[src/rtl/cp0_timer.sv]
// CP0 Count/Compare timer with prescaler, NCMP compare channels and Cause.IP ownership.
// Build option: define CP0TIMER_EXTLATCH_EN to make synchronised external interrupt bits sticky.
module cp0_timer_cmp #(
  parameter int          CW   = 32,
  parameter logic [4:0]  ADDR = 5'd11
) (
  input  logic          clk,
  input  logic          reset,
  input  logic          phi2,
  input  logic          write,
  input  logic [4:0]    waddr,
  input  logic [CW-1:0] wdata,
  input  logic [CW-1:0] count,
  output logic [CW-1:0] cmp,
  output logic          pend
);
  // A compare write clears pending even when the old value matches this cycle.
  always_ff @(posedge clk) begin
    if (reset) begin
      cmp  <= '1;
      pend <= 1'b0;
    end else if (phi2) begin
      if (write && waddr == ADDR) begin
        cmp  <= wdata;
        pend <= 1'b0;
      end else if (count == cmp) begin
        pend <= 1'b1;
      end
    end
  end
endmodule

module cp0_timer #(
  parameter int NCMP = 1,
  parameter int DIV  = 2,
  parameter int CW   = 32,
  parameter int NEXT = 5
) (
  input  logic            clk,
  input  logic            reset,
  input  logic            phi2,
  input  logic [4:0]      raddr,
  output logic [63:0]     rdata,
  input  logic [4:0]      waddr,
  input  logic [63:0]     wdata,
  input  logic            write,
  input  logic [31:0]     status,
  input  logic [NEXT-1:0] extint,
  output logic [7:0]      ip,
  output logic [NCMP-1:0] timerpend,
  output logic            irq
);
  localparam int          PW   = (DIV > 1) ? $clog2(DIV) : 1;
  localparam logic [PW-1:0] PMAX = PW'(DIV - 1);

  function automatic logic [4:0] caddr(input int i);
    return (i == 0) ? 5'd11 : 5'(21 + i);
  endfunction

  logic [CW-1:0]            count;
  logic [PW-1:0]            pcnt;
  logic [NCMP-1:0][CW-1:0]  cmp;
  logic [NEXT-1:0]          s1, s2;
  logic [1:0]               sw;
  logic [4:0]               ipext;
  logic                     cause_we;
  logic                     unused_ok;

  assign cause_we  = write && waddr == 5'd13;
  assign unused_ok = ^{wdata, status};

  always_ff @(posedge clk) begin
    if (reset) begin
      count <= '0;
      pcnt  <= '0;
    end else if (phi2) begin
      if (write && waddr == 5'd9) begin
        count <= wdata[CW-1:0];
        pcnt  <= '0;
      end else if (pcnt == PMAX) begin
        count <= count + CW'(1);
        pcnt  <= '0;
      end else begin
        pcnt  <= pcnt + PW'(1);
      end
    end
  end

  for (genvar g = 0; g < NCMP; g++) begin : g_cmp
    cp0_timer_cmp #(.CW(CW), .ADDR(caddr(g))) u_cmp (
      .clk   (clk),
      .reset (reset),
      .phi2  (phi2),
      .write (write),
      .waddr (waddr),
      .wdata (wdata[CW-1:0]),
      .count (count),
      .cmp   (cmp[g]),
      .pend  (timerpend[g])
    );
  end

  // s2 is the synchronised stage; in latched builds it doubles as the sticky bit so
  // extint-to-ip latency stays at two enabled cycles and a new set beats a clear.
  always_ff @(posedge clk) begin
    if (reset) begin
      s1 <= '0;
      s2 <= '0;
      sw <= '0;
    end else if (phi2) begin
      s1 <= extint;
`ifdef CP0TIMER_EXTLATCH_EN
      s2 <= s1 | (s2 & (cause_we ? wdata[10 +: NEXT] : {NEXT{1'b1}}));
`else
      s2 <= s1;
`endif
      if (cause_we) sw <= wdata[9:8];
    end
  end

  always_comb begin
    ipext = '0;
    ipext[NEXT-1:0] = s2;
  end

  assign ip = {|timerpend, ipext, sw};

  always_ff @(posedge clk) begin
    if (reset)
      irq <= 1'b0;
    else if (phi2)
      irq <= status[0] & ~status[1] & ~status[2] & |(ip & status[15:8]);
  end

  always_comb begin
    rdata = '0;
    if (raddr == 5'd9)  rdata = 64'(count);
    if (raddr == 5'd13) rdata = {48'd0, ip, 8'd0};
    for (int i = 0; i < NCMP; i++)
      if (raddr == caddr(i)) rdata = 64'(cmp[i]);
  end
endmodule
[config.mk]
export PLATFORM = sky130hd
export DESIGN_NAME = cp0_timer
export DESIGN_NICKNAME = d
export VERILOG_FILES = /design/src/rtl/cp0_timer.sv
export SDC_FILE = /design/constraint.sdc
export NUM_CORES = 1
export LEC_CHECK = 0
export ABC_AREA = 1
export BUFFER_PORTS_ARGS = -buffer_cell sky130_fd_sc_hd__buf_2
export CAP_MARGIN = 15
export CORE_AREA = 2 2 99 124
export CTS_CLUSTER_DIAMETER = 40
export DETAILED_ROUTE_END_ITERATION = 8
export DIE_AREA = 0 0 101 126
export PLACE_DENSITY = 0.78
export SYNTH_ARGS = -nofsm -noshare
export SYNTH_HDL_FRONTEND = slang
export SYNTH_SLANG_ARGS = --single-unit
[constraint.sdc]
create_clock -name clk -period 1.5 [get_ports clk]
set_input_delay 0.15 -clock clk [delete_from_list [all_inputs] [get_ports clk]]
set_output_delay 0.15 -clock clk [all_outputs]
set_load 0.005 [all_outputs]
==> out/qor.txt <==
status = complete, no violations
count of final max-slew check failures = 0
CTS Sinks = 79
first-pass GRT wire length = 24,700 um
FP Rows = 44
Buffers & Inverters on Critical Path = 3
RePlAce Congestion = 0.968
Inserted Clock Buffers = 9
Fmax = 0.680 GHz
placed cell areas = 0.00602 mm^2
register area = 0.00161 mm^2
TritonCTS clock tree = yes
CP max-delay cell = dfxtp_2
Synth Flop Type = dfxtp_1
net switching power = 1190 uW
Netlist cell types = 36
critical path data arrival time = 1.32 ns
crit path capture type = output port
most common cell after layout, fill and taps aside = nand2_1
All-Layer GR Usage = 24.7%
CTS H-tree lvls = 3
CP Max Fanout = 4
antenna violations before repair = 0
FF+latch count, synth = 79
final count of negative-setup-slack endpoints = 0
final WL = 15,900 um
mux contribution to synthesized area = 0.197%
layout cell share with drive strength beyond 1 = 29.0%
Worst-Skew Late Latency = 0.35 ns
die area = 0.0127 mm^2
Max stage delay on crit path = 0.35 ns
Die X = 101 um
post-synthesis sequential area ratio = 31.1%
clk buf depth = 2
Avg Synthesized Cell Area = 6.34 um^2
Synth Area in Simple Gates = 34.3%
skew final = 0.00649 ns
Syn Inst Count = 801
compound-gate portion of the synthesized area = 16.4%
Crit Path Category = reg2out
DP Wirelength = 11,500 um
Peak VDD IR = 0.658 mV
synthesis-to-finish area growth = 30.6%
Synth Area in Adders = 0.246%
Initial Util = 43.9%
most frequent cells in the layout = nand2_1 (232), buf_2 (103), inv_1 (86)
worst path cell trace = buf_4, inv_1, o22ai_1, buf_2
# fillers = 1,066
Hold WC Path Type = in2reg
CTS clk-pin slew, worst paths = 0.06 ns
largest net degree at the start of global routing = 50
CP Data Required Time = 1.35 ns
design area = 0.00664 mm^2
Vias/cell = 5.19
Final Hold Vio Count = 0
xor and xnor area share after synthesis = 2.41%
Synth Cell Area = 0.00508 mm^2
Tot Pwr = 4990 uW
Core Box Area = 0.0116 mm^2
share of power burned in the clock network = 48.9%
number of synthesis warnings = 0
Die H = 126 um
CP Launch Type = register
IO Count = 189
Synth async-reset ratio = 0%
vias = 5,674
Power Density = 752 mW/mm^2
nets@finish = 1,067
top cells by area, synth = dfxtp_1 (31%), nand2_1 (18%), inv_1 (6.8%), buf_4 (5.6%), nor2_1 (5.2%)
# DRC = 0
hold_buf cts = 0
Tcrit/Tclk final = 98.0%
Gate power share = 8.0%
internal power = 3800 uW
Pleak = 0.00326 uW
EDFF count, synth = 0
cell family with most CP delay = buffers and inverters
Yosys top cell by area = dfxtp_1
combinational family with the most area after synthesis = simple AND/OR/NAND/NOR gates
Initial DRT Pass Iterations = 6
vias in the first global route = 5,288
antenna cell count = 0
DRT iter0 DRCs = 370
global route total overflow = 0
Wirelength per Cell = 14.5 um
Max Cap Viol = 0
I/O Buffers = 103
footprint of the multi-input gates = 0.00304 mm^2
sequential power share = 43.1%
Root Driver = clkbuf_16
Final min period = 1.47 ns
Switching Share = 23.9%
Final ANT Viol Nets = 0
RSZ-0062 raised after global routing = yes
post-synth top area share = 31.1%
final timing paths:
check / cells past startpoint / slack (ns) / start / end
max reg2reg: 9 / 0.05 / count[1] / count[10]
min reg2reg: 2 / 0.49 / count[26] / count[26]
max: 4 / 0.03 / count[5] / rdata[5]
min: 3 / 0.02 / extint[1] / s1[1]
state kept, by name, summed over array words and instances (netlist names):
| register | flops |
|---|---|
| count | 32 |
| g_cmp.u_cmp.cmp | 32 |
| g_cmp.u_cmp.pend | 1 |
| ipext | 5 |
| irq | 1 |
| pcnt | 1 |
| s1 | 5 |
| sw | 2 |
worst reg2reg max path: stages (launching register included):
cell	delay [ns]
dfxtp_2	0.35
ha_4	0.15
nand3_4	0.13
inv_4	0.10
nand2_4	0.08
nor2_4	0.20
xor2_1	0.17
nand2_1	0.06
nand3_1	0.06
o21ai_1	0.06
synth_stat cells, types with 3 or more instances:
cell type	count
a21oi_1	16
buf_2	10
buf_4	38
clkbuf_1	14
dfxtp_1	79
inv_1	92
inv_2	6
nand2_1	239
nand2_2	4
nand3_1	52
nand4_1	12
nor2_1	71
nor2_2	13
nor2_4	3
nor3_1	11
o211ai_1	35
o21ai_0	41
o21ai_1	7
o221ai_1	8
o22ai_1	22
xnor2_1	7
xor2_1	7
stage by stage:
stage	std cells	setup slack [ns]	hold slack (ns)	util (%)	TNS (ns)
4_1_cts	1089	-0.00373	0.0211	55.2	-0.00373
3_3_place_gp	1073	-0.0326	0.371	52.1	-0.0768
2_1_floorplan	832	0.0820	0.263	-	0
5_1_grt	1094	-0.0930	0.0462	57.4	-0.406
6_report	1094	0.0304	0.0218	57.4	0
3_5_place_dp	1073	-0.0713	0.376	52.1	-0.390
kinds of logic after synthesis:
family / count (synthesis)
flip-flops: 79
buffers and inverters: 162
adder cells (fa/ha/maj): 1
AO/OA/AOI/OAI: 133
XOR/XNOR: 14
multiplexers: 1
AND/OR/NAND/NOR: 410
other: 1
area by class of cell:
| class | count | share of cell area (%) |
|---|---|---|
| multi-input cells | 591 | 45.8 |
| clock buffers | 10 | 3.60 |
| clock inverters | 6 | 1.41 |
| well taps | 138 | 2.60 |
| flip-flops and latches | 79 | 24.3 |
| repair buffers | 171 | 16.6 |
| inverters | 99 | 5.71 |
power by group through the flow:
stage / combinational, uW / clock [uW] / sequential [uW]
final: 399 / 2440 / 2150
after detailed placement: 392 / 0 / 2200
after global routing: 443 / 2550 / 2160
after floorplan: 257 / 0 / 2200
after CTS: 394 / 2450 / 2150
after global placement: 387 / 0 / 2200
per-layer routing:
layer,GRT usage (%),vias to the layer above,wire length [um]
li1,-,2857,-
met1,28.9,2540,6290
met2,43.1,233,7940
met3,4.50,44,1150
met4,11.4,0,524
met5,0,-,0
timing repair:
action	4_1_cts	5_1_grt
pin swaps	0	17
setup buffers	0	5
endpoints found under the setup margin	21	32
resized for setup	13	72
Note: power is estimated with default switching activity, not from simulation.
